### config.mk
export PLATFORM = sky130hd
export DESIGN_NAME = mem_stage_lsu
export DESIGN_NICKNAME = d
export VERILOG_FILES = /design/src/rtl/lsu_pkg.sv /design/src/rtl/load_align.sv /design/src/rtl/mem_stage_lsu.sv
export SDC_FILE = /design/constraint.sdc
export NUM_CORES = 1
export LEC_CHECK = 0
export CORE_MARGIN = 3
export CORE_UTILIZATION = 30
export DETAILED_ROUTE_END_ITERATION = 16
export PLACE_DENSITY = 0.78
export SLEW_MARGIN = 5
export SYNTH_ARGS = -nofsm -noshare
export SYNTH_HDL_FRONTEND = slang
export SYNTH_SLANG_ARGS = --single-unit
### constraint.sdc
create_clock -name clk -period 2.4 [get_ports clk]
set_input_delay 0.48 -clock clk [delete_from_list [all_inputs] [get_ports clk]]
set_output_delay 0.48 -clock clk [all_outputs]
set_load 0.1 [all_outputs]
### src/rtl/lsu_pkg.sv
// rtl/lsu_pkg.sv - shared types, encodings and access legality check for the MEM-stage LSU
package lsu_pkg;

    typedef enum logic [1:0] {
        IDLE     = 2'd0,
        WAIT_GNT = 2'd1,
        WAIT_RSP = 2'd2
    } lsu_state_t;

    localparam logic [2:0] F3_B  = 3'b000;
    localparam logic [2:0] F3_H  = 3'b001;
    localparam logic [2:0] F3_W  = 3'b010;
    localparam logic [2:0] F3_BU = 3'b100;
    localparam logic [2:0] F3_HU = 3'b101;

    localparam logic [1:0] RES_ALU  = 2'b00;
    localparam logic [1:0] RES_LOAD = 2'b01;
    localparam logic [1:0] RES_PC4  = 2'b10;

    // Legal size/sign code for the access direction and naturally aligned.
    // Unsigned codes only exist for loads; anything else is dropped as misaligned.
    function automatic logic access_ok(input logic is_store, input logic [2:0] f3,
                                       input logic [1:0] off);
        logic ok;
        case (f3)
            F3_B:    ok = 1'b1;
            F3_H:    ok = !off[0];
            F3_W:    ok = (off == 2'b00);
            F3_BU:   ok = !is_store;
            F3_HU:   ok = !is_store && !off[0];
            default: ok = 1'b0;
        endcase
        return ok;
    endfunction

endpackage

### src/rtl/load_align.sv
// rtl/load_align.sv - lane select and sign/zero extension of a full-word load
module load_align
    import lsu_pkg::*;
(
    input  logic [31:0] rdata,
    input  logic [2:0]  funct3,
    input  logic [1:0]  byte_off,
    output logic [31:0] data
);

    logic [31:0] shifted;

    assign shifted = rdata >> {byte_off, 3'b000};

    // Pick the addressed lane(s) and extend according to the access code
    always_comb begin
        data = '0;
        case (funct3)
            F3_B:    data = {{24{shifted[7]}}, shifted[7:0]};
            F3_H:    data = {{16{shifted[15]}}, shifted[15:0]};
            F3_W:    data = shifted;
            F3_BU:   data = {24'd0, shifted[7:0]};
            F3_HU:   data = {16'd0, shifted[15:0]};
            default: data = '0;
        endcase
    end

endmodule

### src/rtl/mem_stage_lsu.sv
// rtl/mem_stage_lsu.sv - MEM stage load/store unit driving the MEM/WB register
module mem_stage_lsu
    import lsu_pkg::*;
#(
    parameter int DATA_WIDTH = 32,
    parameter int ADDR_WIDTH = 32,
    parameter int REG_ADDR_W = 5
) (
    input  logic                  clk,
    input  logic                  rst_n,
    input  logic                  RegWriteM,
    input  logic [1:0]            ResultSrcM,
    input  logic                  MemWriteM,
    input  logic [2:0]            Funct3M,
    input  logic [DATA_WIDTH-1:0] ALUResultM,
    input  logic [DATA_WIDTH-1:0] WriteDataM,
    input  logic [REG_ADDR_W-1:0] RdM,
    input  logic [DATA_WIDTH-1:0] PCPlus4M,
    output logic                  dmem_req,
    output logic                  dmem_we,
    output logic [ADDR_WIDTH-1:0] dmem_addr,
    output logic [DATA_WIDTH-1:0] dmem_wdata,
    output logic [3:0]            dmem_be,
    input  logic                  dmem_ready,
    input  logic                  dmem_rvalid,
    input  logic [DATA_WIDTH-1:0] dmem_rdata,
    output logic                  StallM,
    output logic                  MisalignM,
    output logic                  RegWriteW,
    output logic [1:0]            ResultSrcW,
    output logic [DATA_WIDTH-1:0] ALUResultW,
    output logic [DATA_WIDTH-1:0] ReadDataW,
    output logic [REG_ADDR_W-1:0] RdW,
    output logic [DATA_WIDTH-1:0] PCPlus4W
);

    lsu_state_t state, state_nxt;

    logic [1:0]            off;
    logic                  is_store;
    logic                  mem_op;
    logic                  legal;
    logic                  misalign;
    logic                  pending;
    logic                  accept;
    logic                  store_done;
    logic                  load_done;
    logic                  retire;
    logic [DATA_WIDTH-1:0] load_data;

    assign off      = ALUResultM[1:0];
    assign is_store = MemWriteM;
    assign mem_op   = MemWriteM | (ResultSrcM == RES_LOAD);
    assign legal    = access_ok(is_store, Funct3M, off);

    // Misalignment is only judged when a new op is presented; once in a wait
    // state the op was already found legal and its inputs are held upstream.
    assign misalign = (state == IDLE) && mem_op && !legal;
    assign pending  = (state != IDLE) || (mem_op && legal);

    // Request is gated by rst_n so it drops the instant reset asserts
    assign dmem_req   = rst_n && (((state == IDLE) && mem_op && legal) || (state == WAIT_GNT));
    assign accept     = dmem_req && dmem_ready;
    assign store_done = accept && is_store;
    assign load_done  = (state == WAIT_RSP) && dmem_rvalid;
    assign retire     = store_done || load_done;
    assign StallM     = rst_n && pending && !retire;

    assign dmem_we   = dmem_req && is_store;
    assign dmem_addr = {ALUResultM[ADDR_WIDTH-1:2], 2'b00};

    // Byte enables and lane-replicated store data; loads always read the full word
    always_comb begin
        dmem_be    = 4'b1111;
        dmem_wdata = WriteDataM;
        if (is_store) begin
            case (Funct3M[1:0])
                2'b00: begin
                    dmem_be    = 4'b0001 << off;
                    dmem_wdata = {4{WriteDataM[7:0]}};
                end
                2'b01: begin
                    dmem_be    = 4'b0011 << off;
                    dmem_wdata = {2{WriteDataM[15:0]}};
                end
                default: begin
                    dmem_be    = 4'b1111;
                    dmem_wdata = WriteDataM;
                end
            endcase
        end
    end

    // Next-state: request in IDLE/WAIT_GNT until accepted, then wait for load data
    always_comb begin
        state_nxt = state;
        case (state)
            IDLE: begin
                if (mem_op && legal) begin
                    if (!dmem_ready)   state_nxt = WAIT_GNT;
                    else if (!is_store) state_nxt = WAIT_RSP;
                end
            end
            WAIT_GNT: begin
                if (dmem_ready) state_nxt = is_store ? IDLE : WAIT_RSP;
            end
            WAIT_RSP: begin
                if (dmem_rvalid) state_nxt = IDLE;
            end
            default: state_nxt = IDLE;
        endcase
    end

    // Access state register
    always_ff @(posedge clk or negedge rst_n) begin
        if (!rst_n) state <= IDLE;
        else        state <= state_nxt;
    end

    load_align u_load_align (
        .rdata    (dmem_rdata),
        .funct3   (Funct3M),
        .byte_off (off),
        .data     (load_data)
    );

    // MEM/WB register: pass-through for non-memory ops, bubble until a mem op retires
    always_ff @(posedge clk or negedge rst_n) begin
        if (!rst_n) begin
            RegWriteW  <= 1'b0;
            ResultSrcW <= RES_ALU;
            ALUResultW <= '0;
            ReadDataW  <= '0;
            RdW        <= '0;
            PCPlus4W   <= '0;
            MisalignM  <= 1'b0;
        end else begin
            ResultSrcW <= ResultSrcM;
            ALUResultW <= ALUResultM;
            RdW        <= RdM;
            PCPlus4W   <= PCPlus4M;
            MisalignM  <= misalign;
            if (!pending && !misalign) begin
                RegWriteW <= RegWriteM;
            end else if (load_done) begin
                RegWriteW <= RegWriteM;
                ReadDataW <= load_data;
            end else begin
                RegWriteW <= 1'b0;
            end
        end
    end

endmodule

* Word-level counts from Yosys, hierarchy flattened
Cells that the tools add are included.
Word-level totals: bits in registers 107, logic and storage cells 69
Cells by class: equal/unequal tests 12, reductions and logical operators 29, shift-type cells 3, bitwise logic cells 2, mux-type cells 15
Operator list (count):
- $pmux 32 s5 | 1
- $pmux 32 s2 | 1
- $mux 32 | 1
- $shr 32x5->32 | 1
- $logic_and 1x1->1 | 13
- $mux 2 | 6
- $pmux 4 s2 | 1
- $eq 2x1->1 const B | 3
- $eq 3x3->1 const B | 2
- $logic_not 1->1 | 6
- $logic_not 2->1 | 3
- $pmux 2 s3 | 1
- $pmux 1 s5 | 1
- $mux 4 | 1
- $ne 2x2->1 const B | 2
- $reduce_and 4->1 | 1
- $shl 1x2->4 const A | 1
- $shl 2x2->4 const A | 1
- $eq 3x1->1 const B | 1
- $eq 3x2->1 const B | 1
- $logic_not 3->1 | 1
- $logic_or 1x1->1 | 3
- $ne 3x3->1 const B | 1
- $eq 2x2->1 const B | 1
- other kinds (6) | 7

* Longest topological paths before layout
Gate-level depths: netlist of run 1.
depth in word-level cells 11, depth in mapped cells 7, mapped depth without buffers 4

* Hierarchy
A second synthesis of run 1 with hierarchy kept.
Unflattened totals: cells, all modules 393, area, all modules 4814.6 um^2
By module, submodules not included:
- mem_stage_lsu | cells each 284, instances 1, area an instance 4011.3 um^2, seq. area each 2677.6 um^2
- load_align | cells each 109, instances 1, area an instance 803.3 um^2, seq. area each 0.0 um^2

* Worst setup path after synthesis of run 1
OpenSTA, ideal clock, no wires.
path type input to output, from input ALUResultM[1], to output dmem_we, path buffers 1, stages on the path 5, required time 1920 ps, path slack -2065 ps, data arrival time 3985 ps, path through buf_2 > nor4_1 > a21o_1 > nor2_1 > nor4bb_1
Between the ends: longest elaborated chain between the ends 6
Ends and longest elaborated chain:
- from (decl) | RTL line mem_stage_lsu.sv:15 | input logic [DATA_WIDTH-1:0] ALUResultM,
- $logic_not 2->1 | RTL line lsu_pkg.sv:28 | F3_W: ok = (off == 2'b00);
- $pmux 1 s5 | RTL line lsu_pkg.sv:25 | case (f3)
- $logic_and 1x1->1 | RTL line mem_stage_lsu.sv:62 | assign dmem_req = rst_n && (((state == IDLE) && mem_op && legal) || (state == WAIT_GNT));
- $logic_or 1x1->1 | RTL line mem_stage_lsu.sv:62
- $logic_and 1x1->1 | RTL line mem_stage_lsu.sv:62
- $logic_and 1x1->1 | RTL line mem_stage_lsu.sv:69 | assign dmem_we = dmem_req && is_store;
- to (decl) | RTL line mem_stage_lsu.sv:20 | output logic dmem_we,
No other way between the ends.

* Worst setup path in the final report of run 1
from input ResultSrcM[1], to output StallM
Between the ends: longest elaborated chain between the ends 11, elaborated cells between the ends (all ways) 14
Ends and longest elaborated chain:
- from (decl) | RTL line mem_stage_lsu.sv:12 | input logic [1:0] ResultSrcM,
- $eq 2x1->1 (*) | RTL line mem_stage_lsu.sv:53 | assign mem_op = MemWriteM | (ResultSrcM == RES_LOAD);
- $or 1x1->1 (*) | RTL line mem_stage_lsu.sv:53
- $logic_and 1x1->1 (2 in a row) | RTL line mem_stage_lsu.sv:62
- $logic_or 1x1->1 | RTL line mem_stage_lsu.sv:62
- $logic_and 1x1->1 | RTL line mem_stage_lsu.sv:62
- $logic_and 1x1->1 | RTL line mem_stage_lsu.sv:63 | assign accept = dmem_req && dmem_ready;
- $logic_and 1x1->1 | RTL line mem_stage_lsu.sv:64 | assign store_done = accept && is_store;
- $logic_or 1x1->1 | RTL line mem_stage_lsu.sv:66 | assign retire = store_done || load_done;
- $logic_not 1->1 | RTL line mem_stage_lsu.sv:67 | assign StallM = rst_n && pending && !retire;
- $logic_and 1x1->1 (*) | RTL line mem_stage_lsu.sv:67
- to (decl) | RTL line mem_stage_lsu.sv:27 | output logic StallM,
Mark *: on every way between the ends. The rest lies on a longest branch, timed or not.

==> results of run 1 <==
routing by layer:
metal	global-route usage, %	up-vias	share of wire, %
met5	0	-	0
li1	-	1870	-
met1	24.4	1962	38
met2	33.9	185	53
met4	4.87	0	1.5
met3	4.32	17	7.4
flip-flops by register name (all words and copies together), names as in the netlist:
name / cells
ResultSrcW: 2
RdW: 5
MisalignM: 1
RegWriteW: 1
PCPlus4W: 32
state: 2
ReadDataW: 32
ALUResultW: 32
cell type report:
class | count | area share (%)
clock buffer | 9 | 2.63
sequential | 107 | 31.3
tap | 184 | 2.69
timing repair buffer | 341 | 44.7
multi-input combinational | 215 | 17.4
clock inverter | 7 | 1.10
inverter | 4 | 0.176
synthesized netlist by cell type (2+ instances only):
library cell  number
inv_1              3
o21ai_0           18
a221o_1           16
mux2_1             7
a21oi_1           11
nand2b_1           4
nand3_1            9
mux2i_1           25
clkbuf_1          11
mux2_2            10
nor3b_1            2
dfrtp_1          107
a21o_1             2
buf_2              7
nand3b_1           2
nand2_1           50
nor2_1            19
buf_4             40
nor4_1             3
nor2_2             2
o21ai_1            8
and2_1             7
power groups by stage:
| stage | Clock (mW) | Combinational (mW) | Sequential [mW] |
|---|---|---|---|
| final | 1.58 | 3.59 | 2.14 |
| after global routing | 1.69 | 3.69 | 2.16 |
| after CTS | 1.62 | 3.61 | 2.14 |
| after detailed placement | 0 | 3.60 | 2.17 |
| after global placement | 0 | 3.57 | 2.16 |
| after floorplan | 0 | 0.930 | 3.72 |
worst paths after layout:
path | from | to | slack (ns)
setup / recovery | ResultSrcM[1] | StallM | 0.06
min in group clk | ReadDataW[8]$_DFFE_PN0P_ | ReadDataW[8]$_DFFE_PN0P_ | 0.50
setup reg to reg | state[1]$_DFFE_PN0P_ | ReadDataW[18]$_DFFE_PN0P_ | 0.56
hold reg to reg | ReadDataW[8]$_DFFE_PN0P_ | ReadDataW[8]$_DFFE_PN0P_ | 0.50
hold / removal | rst_n | ReadDataW[7]$_DFFE_PN0P_ | 0.50
max in group asynchronous | rst_n | ReadDataW[29]$_DFFE_PN0P_ | 0.32
cells by family after synthesis:
group,after synthesis,share of synthesized area [%]
flip-flops,107,59.6
buffers and inverters,64,9.05
multiplexers,43,10.2
AND/OR/NAND/NOR,109,11.7
other,1,0.0835
AO/OA/AOI/OAI,61,9.39
timing repair:
| item | 4_1_cts | 5_1_grt |
|---|---|---|
| cloned | 0 | 0 |
| setup endpoints to repair | 16 | 1 |
| endpoints found under the hold margin | 4 | 0 |
| resized for setup | 7 | 2 |
| pin swaps | 2 | 3 |
| hold buffers | 1 | 0 |
| setup buffers | 1 | 0 |
==> impl_results.md, run 1 <==
- Worst Path Arrival: 1.86 ns
- Vias in the first global route: 4140
- Number of buffers created by CTS: 9
- Number of DRC markers in iteration 0: 201
- Clk Latency, worst-skew pair: 0.35 ns
- Post-Route WL: 16400 µm
- Critical path, cell by cell: clkdlybuf4s50_1 -> inv_1 -> a21o_1 -> a211oi_1 -> buf_4 -> nor2_4 -> buf_12
- Number of antenna-violating nets in the routed design: 0
- Clk root buf: clkbuf_16
- Setup TNS: 0 ns
- Depth of the most critical reg-to-reg path: 6
- Routed wire per std cell: 19.0 µm
- Critical-path top delay cell: clkdlybuf4s50_1
- Die ar.: 16500 µm²
- Cell Int Power: 3.80 mW
- DRT Pass-1 Iters: 4
- Placed cell count: 849
- Type of the worst min-delay path: in2async
- Area Growth Syn to Fin: 90.4%
- Number of fill cells: 1176
- Worst Hold Slack: 0.496 ns
- Vias per cell: 4.65
- Levels on crit path: 7
- Most common cell after layout, fill and taps aside: clkdlybuf4s50_1
- Area occupied by multi-input gates: 1490 µm²
- Die H: 128 µm
- Cells after Synth: 385
- Starting Density: 30.8%
- Site Rows: 44
- Tot GR Track Use: 19.4%
- Cell area after synthesis: 4490 µm²
- Sequential-to-total area share from yosys stat: 59.6%
- Fmax: 428 MHz
- Area leader, netlist: dfrtp_1
- Slew Limit Headroom: 53.8%
- Placement Cell Area: 8210 µm²
- Synth Flop Type: dfrtp_1
- Final setup fails: 0
- CTS clk-pin slew, worst paths: 0.07 ns
- RSZ-0062 raised after global routing: false
- Period utilization: 97.5%
- IO buf count: 317
- Syn Area/Cell: 11.7 µm²
- Clock Tree Buf Depth: 2
- Data required, critical path: 1.92 ns
- Clock Sinks: 107
- Global placer's final weighted congestion: 0.822
- Status: finished, final reports clean
- Switching portion of total power: 48.0%
- Fin util: 58.6%
- Setup WS pre-CTS: -0.129 ns
- Startpoint Class: input port
- NetSw: 3.50 mW
- Design Area, Final: 8550 µm²
- H-tree Lvls: 3
- Final Hold Viols: 0
- Diodes inserted: 0
- Synth top area share: 59.6%
- Non-Filler Instances: 867
- Logic pwr share: 49.1%
- FF+latch count, synth: 107
- First-pass GRT wire length: 24400 µm
- Max-cap violations: 0
- Top delay family on crit path: buffers and inverters
- Fin worst setup slack: 0.0609 ns
- Final HPWL DP: 13200 µm
- Clock power frac: 21.6%
- Reg area: 2680 µm²
- Min Tclk post-route: 2.34 ns
- Pwr Density: 854 nW/µm²
- Tightest Pin Transition: 0.694 ns
- Total gr overflow: 0
- Post-route DRC violation count: 0
- Antenna violations before repair: 0
- Largest net degree at the start of global routing: 56
- CP max FO: 2
- Pins Over Slew Limit: 0
- CTS tree: built
- Synth warnings: 0
- Post-synth ARST share: 100%
- Post-synthesis cell type count: 44
- Total power: 7.30 mW
- Nets: 822
- Part of the power in registers: 29.3%
- Max incr delay on CP: 0.48 ns
- Commonest cells after routing, fill and taps aside: clkdlybuf4s50_1, buf_4, dfrtp_1
- P_leak: 3.98 nW
- Post-synth EDFFs: 0
- Core Area: 14600 µm²
- Share of layout cells above drive strength 1: 35.9%
- Crit end category: output port
- Via count: 4034
- IO Count: 320
- Largest cells by area after synthesis: dfrtp_1, buf_4, mux2i_1
- Max VDD drop: 0.698 mV
- Crit Path Class: in2out
- WP buf/inv: 4
- Die X: 128 µm
- Final clock skew: 0.00393 ns
No activity file was read; power rests on OpenSTA's default activity.
==> inputs of run 2 (changes only) <==
Settings changed: CORE_AREA from default to 3 3 123 125, CORE_MARGIN 3 to default, CORE_UTILIZATION 30 to default, CTS_BUF_LIST from default to sky130_fd_sc_hd__clkbuf_2 sky130_fd_sc_hd__clkbuf_4 sky130_fd_sc_hd__clkbuf_8, DIE_AREA from default to 0 0 126 128, PLACE_DENSITY 0.78 to 0.81.
Clock period 2.4 ns to 2.5 ns, I/O delays scaled along.
==> run 2 against run 1 <==
Worst hold slack lost 0.32 ns. Worst setup slack better by 0.030 ns. Critical path depth decreased by 1. Critical path type unchanged. Critical endpoint unchanged.
==> impl_results.md, run 2 (synthesis gave the netlist of run 1 again) <==
- Number of DRC markers in iteration 0: 202 (+0.50%)
- Placement Cell Area: 8220 µm² (+0.18%)
- Final Hold Viols: 0 (unchanged)
- Routed wire per std cell: 20.4 µm (+7.4%)
- Clk Latency, worst-skew pair: 0.38 ns (+0.03 ns)
- Placed cell count: 852 (+0.35%)
- Max-cap violations: 0 (unchanged)
- Tightest Pin Transition: 1.01 ns (+0.321 ns)
- H-tree Lvls: 3 (unchanged)
- Largest net degree at the start of global routing: 82 (+46%)
- DRT Pass-1 Iters: 4 (unchanged)
- Crit Path Class: in2out
- Tot GR Track Use: 21.4% (+2.0 points)
- Final HPWL DP: 14800 µm (+13%)
- Area occupied by multi-input gates: 1480 µm² (-0.25%)
- NetSw: 3.26 mW (-6.8%)
- Startpoint Class: input port
- Die ar.: 16100 µm² (-2.1%)
- Site Rows: 43 (-2.3%)
- Worst R2R Setup Slack: 0.47 ns (-0.09 ns)
- Clk root buf: clkbuf_8
- Number of buffers created by CTS: 9 (unchanged)
- Depth of the most critical reg-to-reg path: 4 (-2)
- WL met2: 9460 µm (+8.6%)
- Post-route DRC violation count: 0 (unchanged)
- Worst Path Arrival: 1.91 ns (+0.05 ns)
- Fin worst setup slack: 0.0909 ns (+0.0300 ns)
- Part of the power in registers: 30.1% (+0.8 points)
- Number of antenna-violating nets in the routed design: 0 (unchanged)
- Number of fill cells: 1152 (-2.0%)
- WP buf/inv: 3 (-1)
- Via count: 4016 (-0.45%)
- RR Endpoint: ReadDataW[19]$_DFFE_PN0P_
- Total gr overflow: 0 (unchanged)
- First-pass GRT wire length: 26300 µm (+7.7%)
- Logic pwr share: 51.0% (+1.9 points)
- Final clock skew: 0.00935 ns (+0.00541 ns)
- IO buf count: 317 (unchanged)
- Most common cell after layout, fill and taps aside: clkdlybuf4s50_1
- Non-Filler Instances: 871 (+0.46%)
- Clock Tree Buf Depth: 2 (unchanged)
- Max incr delay on CP: 0.50 ns (+0.02 ns)
- Crit end category: output port
- Worst r2r src: state[0]$_DFFE_PN0P_
- Area Growth Syn to Fin: 89.3%
- Hold_buf cts: 0 (-1)
- Uppermost routed layer: met4
- CP max FO: 2 (unchanged)
- Setup TNS: 0 ns (unchanged)
- Vias per cell: 4.61 (-0.90%)
- Period utilization: 96.4%
- Worst Hold Slack: 0.175 ns (-0.321 ns)
- Final setup fails: 0 (unchanged)
- RSZ-0062 raised after global routing: false
- CTS tree: built
- Pwr Density: 802 nW/µm² (-6.1%)
- Data required, critical path: 2.00 ns (+0.08 ns)
- Max VDD drop: 0.810 mV (+16%)
- Critical-path top delay cell: clkdlybuf4s50_1
- Design Area, Final: 8500 µm² (-0.59%)
- Met3 wire length: 1120 µm (-8.2%)
- Critical path, cell by cell: clkdlybuf4s50_1 -> inv_1 -> a21o_1 -> a211oi_1 -> nor2_4 -> buf_12
- Post-Route WL: 17700 µm (+7.9%)
- Largest regs: ALUResultW x32, PCPlus4W x32, ReadDataW x32
- Starting Density: 32.1% (+1.3 points)
- CTS clk-pin slew, worst paths: 0.10 ns (+0.03 ns)
- Top delay family on crit path: buffers and inverters
- Clock Sinks: 107 (unchanged)
- Die H: 128 µm (-0.28%)
- Nets: 828 (+0.73%)
- P_leak: 3.99 nW (+0.30%)
- Share of layout cells above drive strength 1: 36.4% (+0.56 points)
- Global placer's final weighted congestion: 0.981 (+19%)
- Antenna violations before repair: 2 (+2)
- Commonest cells after routing, fill and taps aside: clkdlybuf4s50_1, buf_4, dfrtp_1
- IO Count: 320 (unchanged)
- Die X: 126 µm (-1.8%)
- Pins Over Slew Limit: 0 (unchanged)
- Routed length on met1: 6760 µm (+8.1%)
- Slew Limit Headroom: 32.3% (-21 points)
- Switching portion of total power: 47.8% (-0.12 points)
- Clock power frac: 18.9% (-2.7 points)
- Vias in the first global route: 4183 (+1.0%)
- Cell Int Power: 3.56 mW (-6.4%)
- Min Tclk post-route: 2.41 ns
- Type of the worst min-delay path: in2async
- Status: finished, final reports clean
- Reg area: 2680 µm² (unchanged)
- Fmax: 415 MHz
- Setup WS pre-CTS: -0.157 ns (-0.0275 ns)
- Core Area: 14000 µm² (-4.1%)
## run 2: metrics by stage
| step | total power, mW | util, % |
|---|---|---|
| after floorplan | 4.46 | - |
| after global placement | 5.55 | 58.8 |
| after detailed placement | 5.59 | 58.8 |
| after CTS | 6.88 | 60.6 |
| after global routing | 7.05 | 60.8 |
| final | 6.82 | 60.8 |
## run 2: power groups by stage
stage | Combinational [mW] | Clock (mW) | Sequential (mW)
5_1_grt | 3.58 | 1.39 | 2.08
6_report | 3.48 | 1.29 | 2.05
3_3_place_gp | 3.47 | 0 | 2.08
3_5_place_dp | 3.50 | 0 | 2.09
4_1_cts | 3.51 | 1.32 | 2.06
2_1_floorplan | 0.890 | 0 | 3.57
## run 2: per-layer routing
metal	vias to the layer above	GRT usage, %
li1	1877	-
met1	1928	25.8
met2	186	37.7
met3	25	5.17
met4	0	7.00
met5	-	0
## run 2: timing repair
action,4_1_cts,5_1_grt
pin swaps,3,3
setup endpoints to repair,10,14
buffers inserted,1,0
gates resized for setup,4,4
## run 2: final cells by class
class / count / area share (%)
diodes: 2 / 0.0589
inverters: 4 / 0.177
clock inverters: 5 / 1.27
repair buffers: 347 / 45.2
flip-flops and latches: 107 / 31.5
well taps: 180 / 2.65
clock buffers: 11 / 1.71
multi-input cells: 215 / 17.4
## run 2: worst max-delay path by stage
stage                                      endpoint           from  slack, ns  cells past startpoint
final                                        StallM  ResultSrcM[1]       0.09                      6
after global placement                      dmem_we     Funct3M[2]       -0.1                      7
after detailed placement  ReadDataW[19]$_DFFE_PN0P_  ALUResultM[1]      -0.16                      5
after floorplan                          dmem_be[0]  ALUResultM[1]      -0.44                      4
after CTS                            dmem_wdata[14]     Funct3M[1]      -0.01                      6
after global routing                         StallM  ResultSrcM[1]       0.03                      6
==> inputs of run 3 (changes only) <==
Settings changed: CTS_CLUSTER_SIZE from default to 28, PLACE_DENSITY 0.81 to 0.79.
==> run 3 against run 2 <==
Sequential share of layout area is essentially flat. Non-clock buffer count shrank 5. Design area is essentially flat. Highest routed layer unchanged.
==> impl_results.md, run 3 (synthesis gave the netlist of run 1 again) <==
- IO Count: 320 (unchanged)
- Pwr Density: 781 nW/µm² (-2.6%)
- Routed wire per std cell: 19.6 µm (-3.8%)
- Min Tclk post-route: 2.37 ns (-0.0364 ns)
- Total gr overflow: 0 (unchanged)
- Number of buffers created by CTS: 9 (unchanged)
- Clock Tree Buf Depth: 2 (unchanged)
- Die X: 126 µm (unchanged)
- Die H: 128 µm (unchanged)
- Largest regs: ALUResultW x32, PCPlus4W x32, ReadDataW x32
- Post-Route WL: 16900 µm (-4.5%)
- Placed cell count: 846 (-0.70%)
- CP startpoint: ResultSrcM[1]
- Crit Path Class: in2out
- Largest net degree at the start of global routing: 104 (+27%)
- Clk Latency, worst-skew pair: 0.37 ns (about the same)
- Slew Limit Headroom: 63.9% (+32 points)
- Antenna violations before repair: 0 (-2)
- CTS clk-pin slew, worst paths: 0.11 ns (about the same)
- Startpoint Class: input port
- Most common cell after layout, fill and taps aside: clkdlybuf4s50_1
- Origin of the worst min-delay path: ReadDataW[12]$_DFFE_PN0P_
- First-pass GRT wire length: 25500 µm (-2.9%)
- Commonest cells after routing, fill and taps aside: clkdlybuf4s50_1, buf_4, dfrtp_1
- Pins Over Slew Limit: 0 (unchanged)
- Status: finished, final reports clean
- IO buf count: 317 (unchanged)
- DRT Pass-1 Iters: 4 (unchanged)
- Number of antenna-violating nets in the routed design: 0 (unchanged)
- Tightest Pin Transition: 0.542 ns (-0.473 ns)
- Share of layout cells above drive strength 1: 36.1% (-0.32 points)
- Period utilization: 94.9% (-1.5 points)
- Die ar.: 16100 µm² (unchanged)
- Non-Filler Instances: 864 (-0.80%)
- Area Growth Syn to Fin: 89.1% (about the same)
- Diodes inserted: 0 (-2)
- Tot GR Track Use: 20.4% (-0.98 points)
- Crit end category: output port
- Worst Path Arrival: 1.87 ns (-0.04 ns)
- P_leak: 4.00 nW (about the same)
- Worst r2r src: state[1]$_DFFE_PN0P_
- Fmax: 421 MHz (+1.5%)
- Core Area: 14000 µm² (unchanged)
- RSZ-0062 raised after global routing: false
- Nets: 823 (-0.60%)
- CP max FO: 2 (unchanged)
- H-tree Lvls: 3 (unchanged)
- Max-cap violations: 0 (unchanged)
- Clk root buf: clkbuf_8
- Final clock skew: 0.0113 ns (+0.00192 ns)
- Vias per cell: 4.66 (+1.2%)
- Global placer's final weighted congestion: 0.864 (-12%)
- Vias in the first global route: 4240 (+1.4%)
- Number of DRC markers in iteration 0: 216 (+6.9%)
- Starting Density: 32.1% (unchanged)
- Final Hold Viols: 0 (unchanged)
- Clock Sinks: 107 (unchanged)
- Via count: 4030 (+0.35%)
- Final setup fails: 0 (unchanged)
- Type of the worst min-delay path: reg2reg
- Max VDD drop: 0.549 mV (-32%)
- Placement Cell Area: 8230 µm² (about the same)
- Design Area, Final: 8500 µm² (about the same)
- Site Rows: 43 (unchanged)
- Data required, critical path: 2.00 ns (about the same)
- CTS tree: built
- Final HPWL DP: 13700 µm (-7.8%)
- Post-route DRC violation count: 0 (unchanged)
run 3: changes by cell type in the layout (fill, tap and decap cells not counted), sizes merged:
cell and delta:
buf -6, dlygate4sd2 -3, dlymetal6s2s +3, bufinv -2
diode -2, inv +2, clkbuf -1, clkinv +1
dlygate4sd3 +1
run 3: final cells by class:
cell class / count / area (µm²)
fillers: 1115 / 5490
repair buffers: 342 / 3880
flip-flops and latches: 107 / 2680
multi-input cells: 215 / 1490
well taps: 180 / 225
clock buffers: 10 / 138
clock inverters: 6 / 68.8
inverters: 4 / 15.0
run 3: layer usage:
metal | wire length (µm) | vias to the layer above | global-route usage (%)
li1 | - | 1863 | -
met1 | 6700 | 1961 | 26.4
met2 | 8850 | 188 | 35.0
met3 | 1100 | 18 | 3.71
met4 | 282 | 0 | 6.37
met5 | 0 | - | 0
run 3: worst paths after layout:
kind | end | slack (ns) | cells after the start
setup reg to reg | ReadDataW[24]$_DFFE_PN0P_ | 0.55 | 5
hold / removal | ReadDataW[12]$_DFFE_PN0P_ | 0.50 | 2
max in group asynchronous | PCPlus4W[29]$_DFF_PN0_ | 1.23 | 3
hold reg to reg | ReadDataW[12]$_DFFE_PN0P_ | 0.50 | 2
setup / recovery | dmem_req | 0.13 | 7
min in group asynchronous | ALUResultW[1]$_DFF_PN0_ | 0.51 | 2
run 3: stage by stage:
stage / TNS (ns) / hold slack, ns / worst slack (ns) / power, mW / util, %
floorplan: -2.78 / 0.204 / -0.443 / 4.46 / -
global placement: -0.0923 / 0.338 / -0.0544 / 5.53 / 58.8
detailed placement: -0.154 / 0.341 / -0.0812 / 5.57 / 58.8
CTS: -0.173 / 0.479 / -0.0932 / 6.69 / 60.4
global route: 0 / 0.496 / 0.0481 / 6.87 / 60.7
finish: 0 / 0.503 / 0.127 / 6.64 / 60.7
run 3: report_power, final:
group / total, mW / leakage (nW) / switching [mW] / internal [mW]
sequential: 2.06 / 1.31 / 0.121 / 1.93
combinational: 3.47 / 2.58 / 2.56 / 0.914
clock: 1.11 / 0.109 / 0.606 / 0.502
run 3: critical path: stages:
cell	delay, ns
clkdlybuf4s50_1	0.50
inv_1	0.07
a21o_1	0.21
buf_4	0.15
a21oi_2	0.19
nor3b_4	0.08
buf_12	0.18
run 3: repair_timing:
action	in CTS	in global routing
pin swaps	0	3
buffers inserted	0	1
endpoints found under the hold margin	4	0
setup endpoints to repair	2	17
resized for setup	0	12
hold buffers	1	0
